**src/rtl/phy_link_monitor.sv**
```systemverilog
// phy_link_monitor
//   Management sequencer in front of a clause-22 MDIO controller. After reset
//   it waits INIT_DELAY cycles, writes BMCR_INIT to the PHY control register,
//   then every POLL_INTERVAL cycles reads BMSR twice and the PHY-specific
//   status register. It publishes link/speed/duplex to the MAC. Between polls
//   it serves one host register access at a time.
//
// Ports
//   clk, reset               : clock, synchronous active-high reset
//   mdio_read / mdio_write   : one-cycle request pulses to the controller
//   mdio_phy_address         : constant PHY_ADDRESS
//   mdio_reg_address         : register address, held from request to completion
//   mdio_write_data          : write data, held from request to completion
//   mdio_read_data           : controller read result (valid with complete)
//   mdio_access_complete     : one-cycle completion pulse from the controller
//   mdio_busy                : controller has a request pending
//   host_req/we/reg/wdata    : level host request and its attributes
//   host_rdata / host_ack    : host read result and one-cycle completion pulse
//   link_up/speed/full_duplex: resolved link state (changes only after a poll)
//   an_complete              : BMSR bit 5 from the latest poll
//   status_valid             : set after the first completed poll
//   mdio_error               : sticky access-timeout flag
module phy_link_monitor #(
   parameter int                        PHYADDR_LENGTH = 5,
   parameter int                        REGADDR_LENGTH = 5,
   parameter int                        DATA_LENGTH    = 16,
   parameter logic [PHYADDR_LENGTH-1:0] PHY_ADDRESS    = 5'd1,
   parameter logic [REGADDR_LENGTH-1:0] STATUS_REG     = 5'd17,
   parameter logic [DATA_LENGTH-1:0]    BMCR_INIT      = 16'h1340,
   parameter int                        INIT_DELAY     = 125000,
   parameter int                        POLL_INTERVAL  = 1250000,
   parameter int                        ACCESS_TIMEOUT = 8192
) (
   input  logic                      clk,
   input  logic                      reset,
   output logic                      mdio_read,
   output logic                      mdio_write,
   output logic [PHYADDR_LENGTH-1:0] mdio_phy_address,
   output logic [REGADDR_LENGTH-1:0] mdio_reg_address,
   output logic [DATA_LENGTH-1:0]    mdio_write_data,
   input  logic [DATA_LENGTH-1:0]    mdio_read_data,
   input  logic                      mdio_access_complete,
   input  logic                      mdio_busy,
   input  logic                      host_req,
   input  logic                      host_we,
   input  logic [REGADDR_LENGTH-1:0] host_reg,
   input  logic [DATA_LENGTH-1:0]    host_wdata,
   output logic [DATA_LENGTH-1:0]    host_rdata,
   output logic                      host_ack,
   output logic                      link_up,
   output logic [1:0]                speed,
   output logic                      full_duplex,
   output logic                      an_complete,
   output logic                      status_valid,
   output logic                      mdio_error
);

   localparam int DLY_W  = $clog2(INIT_DELAY + 1);
   localparam int POLL_W = $clog2(POLL_INTERVAL + 1);
   localparam int TO_W   = $clog2(ACCESS_TIMEOUT + 1);
   localparam logic [DLY_W-1:0]  DLY_LAST  = DLY_W'(INIT_DELAY - 1);
   localparam logic [POLL_W-1:0] POLL_LAST = POLL_W'(POLL_INTERVAL - 1);
   localparam logic [TO_W-1:0]   TO_LAST   = TO_W'(ACCESS_TIMEOUT - 1);
   localparam logic [REGADDR_LENGTH-1:0] REG_BMCR = '0;
   localparam logic [REGADDR_LENGTH-1:0] REG_BMSR = REGADDR_LENGTH'(1);

   typedef enum logic [2:0] {
      S_INIT_WAIT, S_INIT_WR, S_IDLE_WAIT, S_HOST_ACC,
      S_RD_BMSR1, S_RD_BMSR2, S_RD_PHYSTS, S_UPDATE
   } state_t;

   state_t                    r_state;
   logic                      r_issued;      // request sent, waiting for completion
   logic [TO_W-1:0]           r_to_cnt;
   logic [DLY_W-1:0]          r_dly_cnt;
   logic [POLL_W-1:0]         r_poll_cnt;
   logic                      r_poll_due;
   logic                      r_host_we;
   logic [REGADDR_LENGTH-1:0] r_host_reg;
   logic [DATA_LENGTH-1:0]    r_host_wdata;
   logic [DATA_LENGTH-1:0]    r_rd_data;     // last captured read data
   logic                      r_bmsr_link;
   logic                      r_bmsr_an;
   logic [1:0]                r_phy_spd;
   logic                      r_phy_dup;
   logic                      r_phy_res;

   logic                      w_acc_active;
   logic                      w_acc_write;
   logic [REGADDR_LENGTH-1:0] w_acc_addr;
   logic [DATA_LENGTH-1:0]    w_acc_wdata;
   logic                      w_acc_timeout;
   logic                      w_acc_done;
   logic [DATA_LENGTH-1:0]    w_acc_rdata;
   logic                      w_poll_wrap;
   logic                      w_host_take;
   logic                      w_poll_take;
   logic                      w_init_done;

   assign mdio_phy_address = PHY_ADDRESS;

   always_comb begin
      w_acc_active = 1'b1;
      w_acc_write  = 1'b0;
      w_acc_addr   = REG_BMCR;
      w_acc_wdata  = mdio_write_data;
      case (r_state)
         S_INIT_WR: begin
            w_acc_write = 1'b1;
            w_acc_wdata = BMCR_INIT;
         end
         S_HOST_ACC: begin
            w_acc_write = r_host_we;
            w_acc_addr  = r_host_reg;
            w_acc_wdata = r_host_wdata;
         end
         S_RD_BMSR1, S_RD_BMSR2: w_acc_addr = REG_BMSR;
         S_RD_PHYSTS:            w_acc_addr = STATUS_REG;
         default:                w_acc_active = 1'b0;
      endcase
   end

   // Completion is only the controller's pulse or our own timeout; a falling
   // busy is deliberately ignored.
   assign w_acc_timeout = r_issued && !mdio_access_complete && (r_to_cnt == TO_LAST);
   assign w_acc_done    = r_issued && (mdio_access_complete || (r_to_cnt == TO_LAST));
   assign w_acc_rdata   = mdio_access_complete ? mdio_read_data : '1;

   assign w_poll_wrap = (r_poll_cnt == POLL_LAST);
   assign w_init_done = (r_state == S_INIT_WR) && w_acc_done;
   // A host request still high during its own ack cycle is not taken again.
   assign w_host_take = (r_state == S_IDLE_WAIT) && host_req && !host_ack;
   assign w_poll_take = (r_state == S_IDLE_WAIT) && !w_host_take && r_poll_due;

   always_ff @(posedge clk) begin
      if (reset) begin
         r_state          <= S_INIT_WAIT;
         r_issued         <= 1'b0;
         r_to_cnt         <= '0;
         r_dly_cnt        <= '0;
         r_poll_cnt       <= '0;
         r_poll_due       <= 1'b0;
         r_host_we        <= 1'b0;
         r_host_reg       <= '0;
         r_host_wdata     <= '0;
         r_rd_data        <= '0;
         r_bmsr_link      <= 1'b0;
         r_bmsr_an        <= 1'b0;
         r_phy_spd        <= 2'b00;
         r_phy_dup        <= 1'b0;
         r_phy_res        <= 1'b0;
         mdio_read        <= 1'b0;
         mdio_write       <= 1'b0;
         mdio_reg_address <= '0;
         mdio_write_data  <= '0;
         host_rdata       <= '0;
         host_ack         <= 1'b0;
         link_up          <= 1'b0;
         speed            <= 2'b00;
         full_duplex      <= 1'b0;
         an_complete      <= 1'b0;
         status_valid     <= 1'b0;
         mdio_error       <= 1'b0;
      end else begin
         mdio_read  <= 1'b0;
         mdio_write <= 1'b0;
         host_ack   <= 1'b0;

         // Free-running poll timer; restarted when the BMCR write finishes so
         // the first poll lands one full interval later. A wrap during a poll
         // leaves a single pending request.
         if (w_init_done) begin
            r_poll_cnt <= '0;
            r_poll_due <= 1'b0;
         end else begin
            r_poll_cnt <= w_poll_wrap ? '0 : r_poll_cnt + 1'b1;
            if (w_poll_wrap)
               r_poll_due <= 1'b1;
            else if (w_poll_take)
               r_poll_due <= 1'b0;
         end

         // Shared access primitive: issue when the controller is free, then
         // hold address/data until completion or timeout.
         if (w_acc_active) begin
            if (!r_issued) begin
               if (!mdio_busy) begin
                  mdio_read        <= !w_acc_write;
                  mdio_write       <= w_acc_write;
                  mdio_reg_address <= w_acc_addr;
                  mdio_write_data  <= w_acc_wdata;
                  r_issued         <= 1'b1;
                  r_to_cnt         <= '0;
               end
            end else if (w_acc_done) begin
               r_issued <= 1'b0;
               if (w_acc_timeout)
                  mdio_error <= 1'b1;
               if (!w_acc_write)
                  r_rd_data <= w_acc_rdata;
            end else begin
               r_to_cnt <= r_to_cnt + 1'b1;
            end
         end

         case (r_state)
            S_INIT_WAIT: begin
               if (r_dly_cnt == DLY_LAST)
                  r_state <= S_INIT_WR;
               else
                  r_dly_cnt <= r_dly_cnt + 1'b1;
            end
            S_INIT_WR: begin
               if (w_acc_done)
                  r_state <= S_IDLE_WAIT;
            end
            S_IDLE_WAIT: begin
               if (w_host_take) begin
                  r_host_we    <= host_we;
                  r_host_reg   <= host_reg;
                  r_host_wdata <= host_wdata;
                  r_state      <= S_HOST_ACC;
               end else if (w_poll_take) begin
                  r_state <= S_RD_BMSR1;
               end
            end
            S_HOST_ACC: begin
               if (w_acc_done) begin
                  host_ack   <= 1'b1;
                  host_rdata <= r_host_we ? r_rd_data : w_acc_rdata;
                  r_state    <= S_IDLE_WAIT;
               end
            end
            S_RD_BMSR1: begin
               // First read only clears the latched-low link bit.
               if (w_acc_done)
                  r_state <= S_RD_BMSR2;
            end
            S_RD_BMSR2: begin
               if (w_acc_done) begin
                  r_bmsr_link <= w_acc_rdata[2];
                  r_bmsr_an   <= w_acc_rdata[5];
                  r_state     <= S_RD_PHYSTS;
               end
            end
            S_RD_PHYSTS: begin
               if (w_acc_done) begin
                  r_phy_spd <= w_acc_rdata[15:14];
                  r_phy_dup <= w_acc_rdata[13];
                  r_phy_res <= w_acc_rdata[11];
                  r_state   <= S_UPDATE;
               end
            end
            S_UPDATE: begin
               an_complete  <= r_bmsr_an;
               status_valid <= 1'b1;
               // Speed code 11 is reserved (also what a timed-out read yields).
               if (r_bmsr_link && r_phy_res && (r_phy_spd != 2'b11)) begin
                  link_up     <= 1'b1;
                  speed       <= r_phy_spd;
                  full_duplex <= r_phy_dup;
               end else begin
                  link_up     <= 1'b0;
                  speed       <= 2'b00;
                  full_duplex <= 1'b0;
               end
               r_state <= S_IDLE_WAIT;
            end
            default: r_state <= S_INIT_WAIT;
         endcase
      end
   end

endmodule

```
**config.mk**
```make
export PLATFORM = sky130hd
export DESIGN_NAME = phy_link_monitor
export DESIGN_NICKNAME = d
export VERILOG_FILES = /design/src/rtl/phy_link_monitor.sv
export SDC_FILE = /design/constraint.sdc
export NUM_CORES = 1
export LEC_CHECK = 0
export CELL_PAD_IN_SITES_DETAIL_PLACEMENT = 2
export CELL_PAD_IN_SITES_GLOBAL_PLACEMENT = 2
export CORE_MARGIN = 2
export CORE_UTILIZATION = 35
export CTS_CLUSTER_SIZE = 16
export DETAILED_ROUTE_END_ITERATION = 12
export GPL_TIMING_DRIVEN = 0
export PLACE_DENSITY_LB_ADDON = 0.3
export SLEW_MARGIN = 10
export SYNTH_ARGS = -nofsm -noshare
export SYNTH_HDL_FRONTEND = slang
export SYNTH_SLANG_ARGS = --single-unit
```
**constraint.sdc**
```tcl
create_clock -name clk -period 5.7 [get_ports clk]
set_clock_uncertainty 0.05 [all_clocks]
set_input_delay 1.71 -clock clk [delete_from_list [all_inputs] [get_ports clk]]
set_output_delay 1.71 -clock clk [all_outputs]
set_load 0.01 [all_outputs]
```
## Yosys cells after proc, flatten, opt, wreduce, memory -nomap -nowiden

Index checks and enable logic that the tools add are counted.

| word-level totals | value |
|---|---|
| bits in registers | 148 |
| output and inout bits | 52 |

| operators by class | value |
|---|---|
| $add $sub $neg | 3 |
| equality and inequality tests | 19 |
| multiplexer cells | 26 |
| bitwise operators | 6 |
| reduce and logical (&&, ||, !) cells | 36 |

Operator list:

| kind | count |
|---|---|
| $mux 14 | 3 |
| $mux 16 | 2 |
| $pmux 16 s2 | 1 |
| $add 21x1->21 const B | 1 |
| $eq 21x21->1 const B | 1 |
| $mux 3 | 7 |
| $pmux 3 s7 | 1 |
| $add 17x1->17 const B | 1 |
| $eq 17x17->1 const B | 1 |
| $pmux 5 s3 | 1 |
| $add 14x1->14 const B | 1 |
| $eq 14x13->1 const B | 1 |
| $eq 3x3->1 const B | 4 |
| $ne 2x2->1 const B | 6 |
| $reduce_and 4->1 | 3 |
| $logic_and 1x1->1 | 10 |
| $reduce_and 2->1 | 5 |
| $mux 1 | 9 |
| $reduce_or 2->1 | 4 |
| $eq 3x2->1 const B | 2 |
| $not 1->1 | 6 |
| $reduce_and 3->1 | 2 |
| $reduce_and 6->1 | 1 |
| $reduce_or 5->1 | 1 |
| 11 further kinds | 16 |

## Depth between registers and ports, before layout

| depth | value |
|---|---|
| word-level depth | 9 |
| mapped depth | 8 |
| gate-level depth less buffers | 6 |

## Least setup slack after synthesis

No wires, ideal clock.

| timing path | value |
|---|---|
| path kind | input-to-reg |
| start | input port mdio_busy |
| end | register r_to_cnt[12] |
| library setup time | 71 ps |
| arrival | 2,759 ps |
| path slack | 2,821 ps |
| stages on the path | 5 |
| cell sequence | nor2_1 > and3_1 > a21oi_2 > or4_1 > a21oi_1 |

| on the way | value |
|---|---|
| longest elaborated chain between the ends | 2 |

Ends and longest elaborated chain:

| what | line | RTL |
|---|---|---|
| from (decl) | 43 | `input logic mdio_busy,` |
| $ne 2x1->1 (no line) | -- |  |
| $reduce_and 3->1 (no line) | -- |  |
| to (signal assigned) | 202 | `r_to_cnt <= r_to_cnt + 1'b1;` |
| to (decl) | 74 | `logic [TO_W-1:0] r_to_cnt;` |

Every way passes these cells.
A chain may end at the register's enable or synchronous reset.

## Worst setup path after layout

| timing path | value |
|---|---|
| start | input port reset |
| end | register r_dly_cnt[8] |

RTL lines:

| what | line | RTL |
|---|---|---|
| from (decl) | 35 | `input logic reset,` |
| to (signal assigned) | 211 | `r_dly_cnt <= r_dly_cnt + 1'b1;` |
| to (decl) | 75 | `logic [DLY_W-1:0] r_dly_cnt;` |

No word-level cell between the ends.

==> qor.yml <==
outcome:
  status: "finished clean"
floorplanning:
  num_rows: 48
  start_util_pct: 35.9
  die_area_um2: 18800
  die_h_um: 137
  ios: 95
  core_um2: 17300
  dieWidth_um: 137
sta:
  tightest_slew_ns: 0.848
  finalCritPeriodShare_pct: 64.6
  fin_setup_tns_ns: 0
  finalWorstSetupSlack_ns: 2.02
  final_hold_viol_count: 0
  min_period_ns: 3.68
  whs_ns: 0.409
  drv_slew: 0
  rsz0062_at_grt: "false"
  max_freq_mhz: 271
  relSlewSlack_pct: 43.1
  setup-violations-final: 0
logic_synthesis:
  synth_xor_area_share_pct: 5.79
  synth_top_family_by_area: "simple AND/OR/NAND/NOR gates"
  synthSimpleGateAreaFrac_pct: 24.2
  synth_warnings: 0
  synthMuxAreaShare_pct: 2.28
  synth.avg_cell_area_um2: 8.77
  synthCells: 708
  synth-adder-area-share_pct: 0.605
  synth_compound_area_share_pct: 14.6
  ys_seq_area_share_pct: 47.7
  netlist_area_um2: 6210
  ys_seq_elements: 148
  async_flop_share_pct: 0
  synth_edf_count: 0
  synth_cell_types: 55
  synth_ff_type: "dfxtp_1"
placement:
  place_area_um2: 7390
  portBuffers: 89
  place_inst: 1025
  dpl.hpwl_um: 14400
  preCtsSetupSlack_ns: 1.51
  gp_congestion: 0.765
worst_setup_path:
  critical_path.top_delay_family: "buffers and inverters"
  cp.depth: 5
  r2r_slack_ns: 2.94
  crit_slowest_cell: "clkdlybuf4s50_1"
  r2r-end: "host_rdata[15]"
  start_kind: "primary input"
  crit_top_cell: "clkbuf_1"
  reg2reg_depth: 7
  critPathMaxStageDelay_ns: 0.58
  path_buf_inv: 4
  end_kind: "flip-flop"
  cp.required_ns: 5.93
  path_class: "primary input to flip-flop"
  crit_start: "reset"
  cp.arrival_ns: 3.91
  worst-path-max-fanout: 10
  cp-endpoint: "r_dly_cnt[8]"
  crit_chain: "clkdlybuf4s50_1, clkbuf_1, buf_1, clkbuf_1, nor2_1"
  timing.rr.start: "r_to_cnt[0]"
pwr:
  p_int_mw: 1.77
  comb_power_share_pct: 3.7
  p_leak_nw: 2.79
  sw_frac_of_total_pct: 21.5
  p_per_area_nw_per_um2: 283
  pwr-share-seq_pct: 46.2
  switchingPower_uw: 485
  clock_power_share_pct: 50.1
  ir_worst_vdd_v: 0.000237
global_routing:
  grt_use_total_pct: 22.7
  grt_max_degree: 17
  grt_pass1_vias: 6237
  grt_pass1_wl_um: 33100
  grt_overflow_total: 0
  antenna_found_initial: 0
cells_and_area:
  top_register: "r_poll_cnt"
  final_area_um2: 7970
  drive_gt1_share_pct: 7.58
  finalNetCount: 865
  top_regs: "r_poll_cnt: 21 flops, r_dly_cnt: 17 flops"
  layout_commonest_cell: "dfxtp_1"
  areaGrowthSynthToFinish_pct: 28.5
  largest_reg_flops: 21
  final_cell_mix: "dfxtp_1 (148), nor2_1 (91), nand2_1 (90), clkdlybuf4s50_1 (89), a21oi_1 (50)"
  n_antenna_cell: 0
  post_layout_nonfiller_instances: 1056
cts:
  post-cts-setup-buffer-count: 0
  cts_resized: 0
  postCtsHoldBufs: 0
  ctsHtreeMaxLevel: 4
  numCtsBuffers: 17
  cts.clk_slew.worst_paths_ns: 0.06
  ctsRootBufferMaster: "clkbuf_16"
  clk_latency_ns: 0.42
  cts_tree: "done"
  clock_path_buffers: 2
  clock-sinks: 148
routing:
  finalWirelength_um: 20400
  ant_nets: 0
  drt_pre_antenna_iters: 4
  drc: 0
  vias_per_cell: 5.33
  first_iter_violations: 207
  detail_route.wl_per_cell_um: 19.3
  vias: 5624
job:
  max-cap-violations: 0
min_path:
  min_from: "host_rdata[0]"
  hold_class: "flip-flop to flip-flop"
==> area by class of cell <==
type | count | area, um^2
fillers | 1880 | 9320
clock buffers | 21 | 450
multi-input cells | 501 | 2960
repair buffers | 89 | 891
plain buffers | 42 | 215
flip-flops and latches | 148 | 2960
well taps | 225 | 282
clock inverters | 10 | 133
inverters | 20 | 75.1
==> power groups by stage <==
stage	Sequential (mW)	Clock, mW	Combinational (mW)
after global routing	1.04	1.19	0.0898
after global placement	1.06	0	0.0785
after floorplan	1.06	0	0.0330
after CTS	1.04	1.15	0.0836
after detailed placement	1.06	0	0.0816
final	1.04	1.13	0.0824
==> Yosys cell counts (all sizes together), types with 4 or more instances <==
| cell type | n | share of area, % |
|---|---|---|
| o21ai | 7 | 0.56 |
| nand2 | 90 | 5.4 |
| nor4 | 7 | 0.71 |
| o211ai | 10 | 1.2 |
| nand4 | 18 | 2.2 |
| nand2b | 26 | 2.6 |
| mux2i | 13 | 2.1 |
| and2 | 4 | 0.40 |
| o221a | 4 | 0.73 |
| inv | 20 | 1.2 |
| nor2 | 95 | 5.9 |
| a311oi | 10 | 1.8 |
| xor2 | 24 | 3.4 |
| xnor2 | 17 | 2.4 |
| a22o | 15 | 2.1 |
| nor3 | 20 | 1.6 |
| nand3 | 23 | 1.9 |
| clkbuf | 26 | 1.6 |
| dfxtp | 148 | 48 |
| and3 | 9 | 0.91 |
| a21oi | 51 | 4.2 |
| buf | 16 | 1.9 |
| o311ai | 11 | 1.6 |
| o21a | 6 | 0.73 |
==> kinds of logic after synthesis <==
| logic type | after synthesis |
|---|---|
| fa+ha+maj | 3 |
| xor+xnor | 41 |
| mux | 14 |
| flops | 148 |
| simple gates | 313 |
| other cells | 2 |
| compound gates | 125 |
| buf+inv | 62 |
==> worst min-delay path: stages (launching register included) <==
cell and delay, ns:
dfxtp_1 0.31, nand2_1 0.05, a21oi_1 0.05
==> worst min-delay path by stage <==
stage                             endpoint  slack [ns]  depth (start not counted)
after global placement    r_host_wdata[10]        0.39                          2
after floorplan              r_poll_cnt[0]        0.38                          1
after global routing       r_host_wdata[4]        0.44                          2
after CTS                    host_rdata[0]        0.41                          2
after detailed placement   r_host_wdata[3]        0.40                          2
final                        host_rdata[0]        0.41                          2
==> metrics by stage <==
step / util, % / total power [mW]
3_3_place_gp: 42.7 / 1.14
6_report: 46.1 / 2.25
5_1_grt: 46.1 / 2.33
2_1_floorplan: - / 1.10
4_1_cts: 46.1 / 2.28
3_5_place_dp: 42.7 / 1.15
==> layer usage <==
metal | track usage, % | routed length (um)
met4 | 7.79 | 279
met2 | 40.1 | 10200
met1 | 27.7 | 9210
met5 | 0 | 0
met3 | 4.07 | 691
Note: power is estimated with default switching activity, not from simulation.
